File: config.mk
export PLATFORM = sky130hd
export DESIGN_NAME = io_input_buffer_flat
export DESIGN_NICKNAME = d
export VERILOG_FILES = /design/src/rtl/io_input_buffer_if.sv /design/src/rtl/io_input_buffer.sv /design/src/flat_wrapper.sv
export SDC_FILE = /design/constraint.sdc
export NUM_CORES = 1
export LEC_CHECK = 0
export CAP_MARGIN = 25
export CORE_ASPECT_RATIO = 0.9
export CORE_MARGIN = 2
export CORE_UTILIZATION = 55
export DETAILED_ROUTE_END_ITERATION = 7
export PLACE_DENSITY_LB_ADDON = 0.1
export SLEW_MARGIN = 10
export SYNTH_ARGS = -nofsm -noshare
export SYNTH_HDL_FRONTEND = slang
export SYNTH_SLANG_ARGS = --single-unit
export TNS_END_PERCENT = 50
File: constraint.sdc
create_clock -name i_clk -period 2.6 [get_ports i_clk]
set_clock_uncertainty 0.1 [all_clocks]
set_input_delay 0.52 -clock i_clk [delete_from_list [all_inputs] [get_ports i_clk]]
set_output_delay 0.52 -clock i_clk [all_outputs]
set_load 0.005 [all_outputs]
File: src/rtl/io_input_buffer_if.sv
// LSU-facing side of the board input buffer: sticky-flag acknowledge and the
// two read words that feed the load-data mux.
interface io_input_buffer_if #(
    parameter int BTN_W = 4
);
    logic             i_btn_ack;
    logic [BTN_W-1:0] i_ack_mask;
    logic [31:0]      b_io_sw;
    logic [31:0]      b_io_btn;
    logic             o_btn_event;

    modport master (
        output i_btn_ack, i_ack_mask,
        input  b_io_sw, b_io_btn, o_btn_event
    );

    modport slave (
        input  i_btn_ack, i_ack_mask,
        output b_io_sw, b_io_btn, o_btn_event
    );
endinterface

File: src/rtl/io_input_buffer.sv
// Board switch/button input stage: per-bit 2-flop synchroniser and debounce,
// plus sticky button-press flags cleared by an LSU acknowledge.
module io_input_buffer #(
    parameter int SW_W       = 18,
    parameter int BTN_W      = 4,
    parameter int DEB_CYCLES = 500000
) (
    input  logic              i_clk,
    input  logic              i_reset,
    input  logic [SW_W-1:0]   i_io_sw,
    input  logic [BTN_W-1:0]  i_io_btn,
    io_input_buffer_if.slave  lsu
);
    localparam int N     = SW_W + BTN_W;
    localparam int CNT_W = $clog2(DEB_CYCLES + 1);
    localparam logic [CNT_W-1:0] CNT_MAX = CNT_W'(DEB_CYCLES - 1);
    // Buttons idle high (released), switches idle low.
    localparam logic [N-1:0] RST_VAL = {{BTN_W{1'b1}}, {SW_W{1'b0}}};

    logic [N-1:0]     sync1_q, sync1_d;
    logic [N-1:0]     sync2_q, sync2_d;
    logic [N-1:0]     stable_q, stable_d;
    logic [CNT_W-1:0] cnt_q [N];
    logic [CNT_W-1:0] cnt_d [N];
    logic [BTN_W-1:0] sticky_q, sticky_d;
    logic             event_q, event_d;

    logic [BTN_W-1:0] press;
    logic [BTN_W-1:0] clear;

    always_comb begin
        // NOTE: every always_comb output gets a default first so no path can infer a latch.
        sync1_d  = {i_io_btn, i_io_sw};
        sync2_d  = sync1_q;
        stable_d = stable_q;
        for (int i = 0; i < N; i++) begin
            cnt_d[i] = cnt_q[i];
            if (sync2_q[i] == stable_q[i]) begin
                cnt_d[i] = '0;
            end else if (cnt_q[i] == CNT_MAX) begin
                stable_d[i] = sync2_q[i];
                cnt_d[i]    = '0;
            end else if (cnt_q[i] < CNT_MAX) begin
                cnt_d[i] = cnt_q[i] + 1'b1;
            end
        end

        // Press edge: stable button level moving from released (1) to pressed (0).
        press    = stable_q[N-1:SW_W] & ~stable_d[N-1:SW_W];
        clear    = lsu.i_btn_ack ? lsu.i_ack_mask : '0;
        sticky_d = (sticky_q & ~clear) | press;
        event_d  = |press;
    end

    always_ff @(posedge i_clk or negedge i_reset) begin
        if (!i_reset) begin
            sync1_q  <= RST_VAL;
            sync2_q  <= RST_VAL;
            stable_q <= RST_VAL;
            sticky_q <= '0;
            event_q  <= 1'b0;
            // NOTE: the counter array is a bank of flops, not RAM, so it is reset like any other state.
            for (int i = 0; i < N; i++) cnt_q[i] <= '0;
        end else begin
            // NOTE: non-blocking assignments here so every flop samples pre-edge values.
            sync1_q  <= sync1_d;
            sync2_q  <= sync2_d;
            stable_q <= stable_d;
            sticky_q <= sticky_d;
            event_q  <= event_d;
            for (int i = 0; i < N; i++) cnt_q[i] <= cnt_d[i];
        end
    end

    always_comb begin
        lsu.b_io_sw                = 32'(stable_q[SW_W-1:0]);
        lsu.b_io_btn               = '0;
        lsu.b_io_btn[BTN_W-1:0]    = ~stable_q[N-1:SW_W];
        lsu.b_io_btn[16 +: BTN_W]  = sticky_q;
        lsu.o_btn_event            = event_q;
    end
endmodule

File: src/flat_wrapper.sv
// flat-port wrapper written by rule: the top's interface ports become plain ports
module io_input_buffer_flat 
#(
    parameter int SW_W       = 18,
    parameter int BTN_W      = 4,
    parameter int DEB_CYCLES = 500000
)
  (i_clk, i_reset, i_io_sw, i_io_btn, lsu_i_btn_ack, lsu_i_ack_mask, lsu_b_io_sw, lsu_b_io_btn, lsu_o_btn_event);
  io_input_buffer_if #(.BTN_W(BTN_W)) lsu_i ();
  input  logic i_clk;
  input  logic i_reset;
  input  logic [SW_W-1:0] i_io_sw;
  input  logic [BTN_W-1:0] i_io_btn;
  input wire logic [$bits(lsu_i.i_btn_ack)-1:0] lsu_i_btn_ack;
  input wire logic [$bits(lsu_i.i_ack_mask)-1:0] lsu_i_ack_mask;
  output wire logic [$bits(lsu_i.b_io_sw)-1:0] lsu_b_io_sw;
  output wire logic [$bits(lsu_i.b_io_btn)-1:0] lsu_b_io_btn;
  output wire logic [$bits(lsu_i.o_btn_event)-1:0] lsu_o_btn_event;
  assign lsu_i.i_btn_ack = lsu_i_btn_ack;
  assign lsu_i.i_ack_mask = lsu_i_ack_mask;
  assign lsu_b_io_sw = lsu_i.b_io_sw;
  assign lsu_b_io_btn = lsu_i.b_io_btn;
  assign lsu_o_btn_event = lsu_i.o_btn_event;
  io_input_buffer #(.SW_W(SW_W), .BTN_W(BTN_W), .DEB_CYCLES(DEB_CYCLES)) u_core (.i_clk(i_clk), .i_reset(i_reset), .i_io_sw(i_io_sw), .i_io_btn(i_io_btn), .lsu(lsu_i));
endmodule
# Yosys cells after proc, flatten, opt, wreduce, memory -nomap -nowiden
# Index checks and enable logic that the tools add are counted.
[classes]
n_addsub = 22
order_cmp = 22
n_eq_ne = 44
mux = 75
n_bitwise = 24
n_reduce_logical = 41
[ops]
columns = ["cell", "count"]
rows = [
  ["19-bit 2-to-1 mux", 66],
  ["19-bit by 1-bit adder with 19-bit output, second input constant", 22],
  ["19-bit equality test, second input constant", 22],
  ["19-bit less-than comparator, second input constant", 22],
  ["3-bit nonzero test", 22],
  ["2-bit AND reduction", 18],
  ["1-bit equality test", 22],
  ["1-bit inverter", 18],
  ["4-bit inverter", 3],
  ["4-bit bitwise AND", 2],
  ["1-bit 2-to-1 mux", 8],
  ["4-bit 2-to-1 mux", 1],
  ["4-bit OR", 1],
  ["4-bit OR reduction", 1],
]
[word_totals]
reg_bits = 489
input_bits = 29
word_cells = 273

# Longest topological paths before layout
# Gate-level depths: netlist of the first run.
[depth]
word_depth = 6
ltp_mapped = 10
depth_no_buf = 7

# Worst setup path after synthesis of the first run
# OpenSTA, ideal clock, no wires.
[synth_path]
path_kind = "flip-flop to flip-flop"
from = "register u_core.cnt_q[380] (netlist name)"
to = "register u_core.cnt_q[382] (netlist name)"
arrival_time_ns = 2.468
setup_slack_ns = -0.105
path_stages_with_launch = 10
n_path_buf = 2
period_less_slack_ns = 2.705
path_cell_list = "dfrtp_1 ha_1 and4_1 a311oi_1 o21ai_0 a2111oi_0 or2_2 clkbuf_1 clkbuf_1 o21ai_0"
[synth_via]
elab_chain_cells = 4
elab_cells_between_ends = 7
[synth_rtl]
columns = ["element", "line_no", "text"]
rows = [
  ["start, declared", "io_input_buffer.sv:23", "logic [CNT_W-1:0] cnt_q [N];"],
  ["19-bit by 1-bit adder with 19-bit output", "io_input_buffer.sv:44", "cnt_d[i] = cnt_q[i] + 1'b1;"],
  ["19-bit 2-to-1 mux", "io_input_buffer.sv:43", "end else if (cnt_q[i] < CNT_MAX) begin"],
  ["19-bit 2-to-1 mux", "io_input_buffer.sv:40", "end else if (cnt_q[i] == CNT_MAX) begin"],
  ["19-bit 2-to-1 mux", "io_input_buffer.sv:38", "if (sync2_q[i] == stable_q[i]) begin"],
]
# Parallel ways exist; a longest one is shown, timed or not. The select of a mux whose other input is x is not followed.
# A chain may end at the register's enable or synchronous reset.

# Worst setup path after layout of the first run
[layout_path]
from = "register u_core.cnt_q[29] (netlist name)"
to = "register u_core.cnt_q[31] (netlist name)"
# Same word-level chain as after synthesis.

==> results by group, run 1 <==
Worst setup path
  • Critical path buffers and inverters: 0
  • Worst endpoint required time: between 3 and 4 ns
  • CP startpoint kind: flip-flop
  • Crit path depth: 6
  • Crit path cell chain: or4_4 > or4_4 > nor3b_4 > and2_4 > or4_1 > nand3_1
  • CP endpoint kind: flip-flop
  • Worst path max stage delay: roughly 0.56 ns
  • Delay-heaviest family, CP: simple AND/OR/NAND/NOR gates
  • CP arrival: 2.97 ns
  • Slowest stage cell, crit path: or4_4
  • Maximum fanout along the worst path: 13
  • Crit Reg-Reg Startpoint: u_core.cnt_q[29]
  • Critical path's most frequent cell: or4_4
  • R2r worst-path depth: 6
  • Critical path launch point: u_core.cnt_q[29]
  • WS Path Type: reg -> reg

Global route
  • Maximum number of pins on one net before global-route repair: 65
  • First-pass GRT wire length: between 90 and 100 mm
  • Vias in the first global route: approximately 20000
  • Total track usage: 22.69%
  • Initial antenna violation count: 0
  • GR Overflow Total: 0

Power
  • Power Dens Cells: 566.2 mW/mm^2
  • Power, Total: about 17 mW
  • Pleak: 12.48 nW
  • Maximum vdd drop: 533.8 uV

Synthesis
  • Synth Instances: 2785
  • Ys Warns: 0
  • Average size of a mapped cell: 9.264 um^2
  • Most frequent cell after synthesis: dfrtp_1
  • Seq/Total Area, Yosys: 47.49%
  • Synth cell count leaders: dfrtp_1 (477), nor2_1 (290), o21ai_0 (283)
  • Post-synth EDFFs: 0
  • Netlist cell types: 78
  • Post-synth ARST share: 100.0%
  • Top-area cell type share of the netlist area: 46.26%
  • Area contributors post-synth: dfrtp_1 (46%), o21ai_0 (5.5%), xor2_1 (4.3%)
  • FF+latch count, synth: 489
  • Yosys top cell by area: dfrtp_1
  • Post-Syn Area: ~0.026 mm^2
  • Dominant register cell in the synthesized netlist: dfrtp_1

Placement
  • DP Wirelength: 37.00 mm
  • RD Place Congestion: 0.8523
  • Setup WS pre-CTS: -0.03754 ns
  • PortBufs: 55

Worst hold path
  • Worst hold path cell count: 1
  • Worst hold path startpoint: i_io_btn[2]
  • Worst Hold Class: in -> reg

Floorplan
  • Overall die width: between 200 and 250 um
  • I/O pins: between 90 and 100
  • Chip height: 209.5 um
  • Core Region: 0.04645 mm^2
  • Die area: about 0.049 mm^2
  • # rows: 75
  • Initial Util: 55.54%

CTS
  • CTS tree: done
  • CTS Root Cell: clkbuf_16
  • Clock Tree Buf Depth: 3
  • Clk Latency, worst-skew pair: approximately 0.59 ns
  • Inserted Clock Buffers: 52
  • Clock transition at path regs: about 0.06 ns
  • H-Tree Depth: 2
  • TritonCTS Sinks: 489

Cells and area
  • Area Overhead vs Synth: 14.49%
  • Register area: 0.01225 mm^2
  • Final core utilization: 63.59%
  • Fin nets: 2961
  • Multi-input combinational cell area: 0.01283 mm^2
  • Inserted Diodes: 0
  • Fill count: 3849
  • Share of cells above drive strength 1: 10.47%

Routing
  • Vias: 21190
  • Drc violations: 0
  • Post-route ant nets: 0
  • DRT Pass-1 Iters: 6
  • Total Wirelength: 54.92 mm
  • Vias/cell: around 5.9
  • Avg WL per Cell: 15.40 um
  • Drt first-iter violations: 1606

Timing
  • Setup_tns: 0 ns
  • Rel. slew slack: 55.06%
  • Worst Tran Pin Value: 0.6690 ns
  • RSZ-0062 raised after global routing: true
  • FMAX: 392.7 MHz
  • Final hold viol count: 0
  • Setup ws final: 0.05367 ns
  • Fin. max-slew vios: 0
  • Minimum clock period: between 2 and 3 ns
  • Final setup violation count: 0
  • Fin crit share: 97.94%

Job
  • Max-cap violation count: 0

Run status
  • Run status: complete, no violations
## area by class of cell
class                      count  share of cell area [%]
tap                          616                   2.609
timing repair buffer         187                   5.460
inverter                      53                  0.6735
clock buffer                  76                   5.223
clock inverter                19                   1.118
sequential                   489                   41.48
multi-input combinational   2127                   43.44
## cell families after synthesis
kind of cell | after synthesis | synth area share [%]
XOR/XNOR | 181 | 6.144
AO/OA/AOI/OAI | 674 | 16.52
adder cells (fa/ha/maj) | 22 | 1.067
buffers and inverters | 206 | 3.875
other | 1 | 0.01453
AND/OR/NAND/NOR | 1182 | 23.62
multiplexers | 30 | 1.275
flip-flops | 489 | 47.49
## state kept, by name, indices dropped and copies added (netlist names)
| register | flops |
|---|---|
| u_core.cnt_q | 418 |
| u_core.stable_q | 22 |
| u_core.sync1_q | 22 |
| u_core.sync2_q | 22 |
| u_core.sticky_q | 4 |
| u_core.lsu.o_btn_event | 1 |
## final timing paths
path	end	slack, ns
setup / recovery	u_core.cnt_q[31]	0.05
hold / removal	u_core.sync1_q[20]	0.23
setup reg to reg	u_core.cnt_q[31]	0.05
hold reg to reg	u_core.sync2_q[17]	0.24
max in group asynchronous	u_core.stable_q[21]	1.27
min in group asynchronous	u_core.cnt_q[95]	0.37
## metrics by stage
step	hold slack [ns]	area [um^2]	cells
finish	0.2309	29540	3567
global placement	0.2318	27490	3464
CTS	0.2024	29380	3560
detailed placement	0.2347	27490	3464
floorplan	0.1244	25940	2822
global route	0.2190	29540	3567
## cell usage in the layout (no fill, tap or decap), types with 54 or more instances in the layout
master,n
dfrtp_1,477
o31ai_1,102
clkdlybuf4s50_1,54
xnor2_1,54
buf_4,123
nor3_1,70
nand2_1,202
nand3_1,164
nand4_1,100
a21oi_1,61
xor2_1,127
and3_1,77
o21ai_0,281
nor2_1,290
## power breakdown
part	total (mW)	internal, mW	switching, mW
Clock	8.03	4.99	3.04
Sequential	7.92	7.77	0.148
Combinational	0.780	0.294	0.486
Total	16.7	13.1	3.67
## routing by layer
| layer | vias to the layer above | part of all wire [%] | track usage, % |
|---|---|---|---|
| li1 | 10380 | - | - |
| met1 | 10350 | 48 | 32.53 |
| met2 | 403 | 46 | 36.45 |
| met3 | 64 | 4.0 | 3.125 |
| met4 | 0 | 1.5 | 5.747 |
| met5 | - | 0 | 0 |
## what timing repair did
| item | CTS | global route |
|---|---|---|
| setup buffers | 0 | 5 |
| pin swaps | 0 | 6 |
| resized for setup | 2 | 27 |
| setup endpoints to repair | 4 | 120 |
| hold buffers | 1 | 0 |
| hold endpoints to repair | 34 | 0 |
| cloned | 0 | 1 |
(Power assumes the default switching activity.)
==> run 2, diff against run 1 <==
Settings changed: CORE_MARGIN 2 to not set.
==> run 2 against run 1 <==
Compared with the run above: power is 3.9% lower; hold slack gained 0.011 ns; count of clock-buffer cells in the layout shrank 3; flip-flop and latch count did not move; largest cell class unchanged; wire length is 0.82% lower; maximum frequency increased by 1.0%; combinational power is 2% higher; setup slack improved by 0.026 ns; die area down 1.8%; cell count fell by 0.17%.
==> results by group, run 2 (synthesis gave the netlist of run 1 again) <==
Timing
  • RSZ-0062 raised after global routing: true
  • Final setup violation count: 0 (unchanged)
  • FMAX: 396.8 MHz (+1.0%)
  • Worst Tran Pin Value: 0.7533 ns (+0.08432 ns)
  • Fin crit share: 96.93% (-1.0 points)
  • Minimum clock period: 2.520 ns (-0.02616 ns)
  • Fin. max-slew vios: 0 (unchanged)
  • Rel. slew slack: 49.40% (-5.7 points)
  • Final hold viol count: 0 (unchanged)

Global route
  • First-pass GRT wire length: 94.42 mm (-0.82%)
  • Total track usage: 22.87% (+0.19 points)
  • Initial antenna violation count: 0 (unchanged)
  • Vias in the first global route: 20270 (-0.65%)
  • GR Overflow Total: 0 (unchanged)
  • Maximum number of pins on one net before global-route repair: 72 (+11%)

CTS
  • Clk Latency, worst-skew pair: 0.60 ns (about the same)
  • TritonCTS Sinks: 489 (unchanged)
  • Clock Tree Buf Depth: 3 (unchanged)
  • Inserted Clock Buffers: 53 (+1.9%)
  • CTS tree: done
  • Clock transition at path regs: 0.06 ns (about the same)
  • CTS Root Cell: clkbuf_16
  • H-Tree Depth: 2 (unchanged)

Floorplan
  • Overall die width: 230.3 um (-0.86%)
  • Chip height: 207.5 um (-0.95%)
  • I/O pins: 94 (unchanged)
  • Initial Util: 56.30% (+0.75 points)
  • # rows: 74 (-1.3%)
  • Die area: 0.04778 mm^2 (-1.8%)
  • Core Region: 0.04583 mm^2 (-1.3%)

Power
  • Sequential share of power: 49.3% (+2.0 points)
  • Power, Total: 16.07 mW (-3.9%)
  • Switching power total: 3.687 mW (+0.38%)
  • Power Dens Cells: 546.9 mW/mm^2 (-3.4%)
  • Combinational share of power: 4.9% (+0.2 points)
  • Clock share of power: 45.8% (-2.2 points)
  • Cell internal pwr: 12.38 mW (-5.1%)
  • Switching Fraction: 22.94% (+0.98 points)
  • Maximum vdd drop: 453.0 uV (-15%)
  • Pleak: 12.42 nW (-0.49%)

Placement
  • RD Place Congestion: 0.8880 (+4.2%)
  • DP Wirelength: 36.85 mm (-0.39%)
  • Placed cell count: 3460 (-0.12%)
  • PortBufs: 55 (unchanged)

Cells and area
  • Register ranked first by flip-flop count: u_core.cnt_q
  • Final Non-Filler Cells: 3561 (-0.17%)
  • Final core utilization: 64.12% (+0.53 points)
  • Most frequent cells in the layout: dfrtp_1 (477), nor2_1 (290), o21ai_0 (282)
  • Area Overhead vs Synth: 13.90%
  • Number of flip-flops in the largest register: 418 (unchanged)
  • Share of cells above drive strength 1: 10.33% (-0.14 points)
  • Inserted Diodes: 0 (unchanged)
  • Leading cell type in the layout, fill and taps excluded: dfrtp_1
  • Fin nets: 2962 (+0.034%)
  • Fill count: 3744 (-2.7%)

Worst setup path
  • Maximum fanout along the worst path: 12 (-1)
  • WS Path Type: reg -> reg
  • CP startpoint kind: flip-flop
  • CP arrival: 2.94 ns (-0.03 ns)
  • CP endpoint kind: flip-flop
  • Worst endpoint required time: 3.02 ns (about the same)

Routing
  • Avg WL per Cell: 15.30 um (-0.65%)
  • Drt first-iter violations: 1571 (-2.2%)
  • Vias/cell: 5.967 (+0.44%)
  • Total Wirelength: 54.47 mm (-0.82%)
  • Drc violations: 0 (unchanged)
  • Vias: 21250 (+0.27%)
  • Post-route ant nets: 0 (unchanged)
  • DRT Pass-1 Iters: 5 (-1)

Job
  • Max-cap violation count: 0 (unchanged)

Worst hold path
  • Worst Hold Class: in -> reg

Run status
  • Run status: complete, no violations
-- run 2: cell types whose count changed in the layout (fill, tap and decap cells not counted), sizes merged --
cell / previous run / this run
clkinv: 9 / 16
bufinv: 9 / 4
clkbuf: 78 / 74
inv: 53 / 55
buf: 130 / 131
clkinvlp: 1 / 2
-- run 2: per-layer routing --
metal  vias to the layer above  GRT usage [%]  share of wire (%)
met5                         -              0                  0
met1                     10400          32.81                 48
li1                      10360              -                  -
met4                         0          6.234                1.5
met2                       432          36.37                 46
met3                        55          3.201                3.8
-- run 2: through the flow --
step                      hold slack, ns  instance area (um^2)  setup TNS [ns]  setup WS [ns]
after floorplan                   0.1244                 25940               0        0.03540
after global placement            0.2318                 27560               0        0.06653
after detailed placement          0.2347                 27560         -0.2234        -0.1005
after CTS                         0.2076                 29270               0        0.02505
after global routing              0.2256                 29390       -0.006073      -0.004010
final                             0.2416                 29390               0        0.07984
-- run 2: path summary, 6_finish.rpt --
| path | to | slack, ns | start | cells past startpoint |
|---|---|---|---|---|
| worst max-delay path | u_core.cnt_q[31] | 0.08 | u_core.cnt_q[29] | 6 |
| worst min register to register | u_core.sync2_q[12] | 0.25 | u_core.sync1_q[12] | 0 |
| worst min-delay path | u_core.sync1_q[21] | 0.24 | i_io_btn[3] | 1 |
| max in group asynchronous | u_core.sync1_q[21] | 1.14 | i_reset | 3 |
| worst max register to register | u_core.cnt_q[31] | 0.08 | u_core.cnt_q[29] | 6 |
| min in group asynchronous | u_core.sync1_q[16] | 0.44 | i_reset | 2 |
-- run 2: what timing repair did --
action / in CTS / in global routing
hold buffers: 1 / 0
resized for setup: 1 / 20
endpoints found under the hold margin: 47 / 0
endpoints found under the setup margin: 4 / 74
pin swaps: 0 / 1
setup buffers: 0 / 2
-- run 2: power by group through the flow --
stage	Sequential (mW)	Clock, mW	Combinational, mW
4_1_cts	7.91	7.59	0.804
2_1_floorplan	8.02	0	0.449
5_1_grt	7.94	7.90	0.916
3_5_place_dp	8.05	0	0.797
6_report	7.92	7.36	0.795
3_3_place_gp	8.04	0	0.768
-- run 2: cell type report --
| class | count | area (um^2) | area share, % |
|---|---|---|---|
| Clock buffer | 73 | 1451 | 4.939 |
| Tap cell | 608 | 760.7 | 2.589 |
| Sequential cell | 489 | 12250 | 41.69 |
| Timing Repair Buffer | 187 | 1663 | 5.658 |
| Multi-Input combinational cell | 2127 | 12810 | 43.61 |
| Inverter | 53 | 198.9 | 0.6769 |
| Clock inverter | 24 | 247.7 | 0.8430 |
-- run 2: critical path, cell delays in order (launching register included) --
cell and delay [ns]:
dfrtp_1 0.38, or4_4 0.56, or4_4 0.44, nor3b_4 0.18
and2_4 0.22, or4_1 0.49, nand3_1 0.09
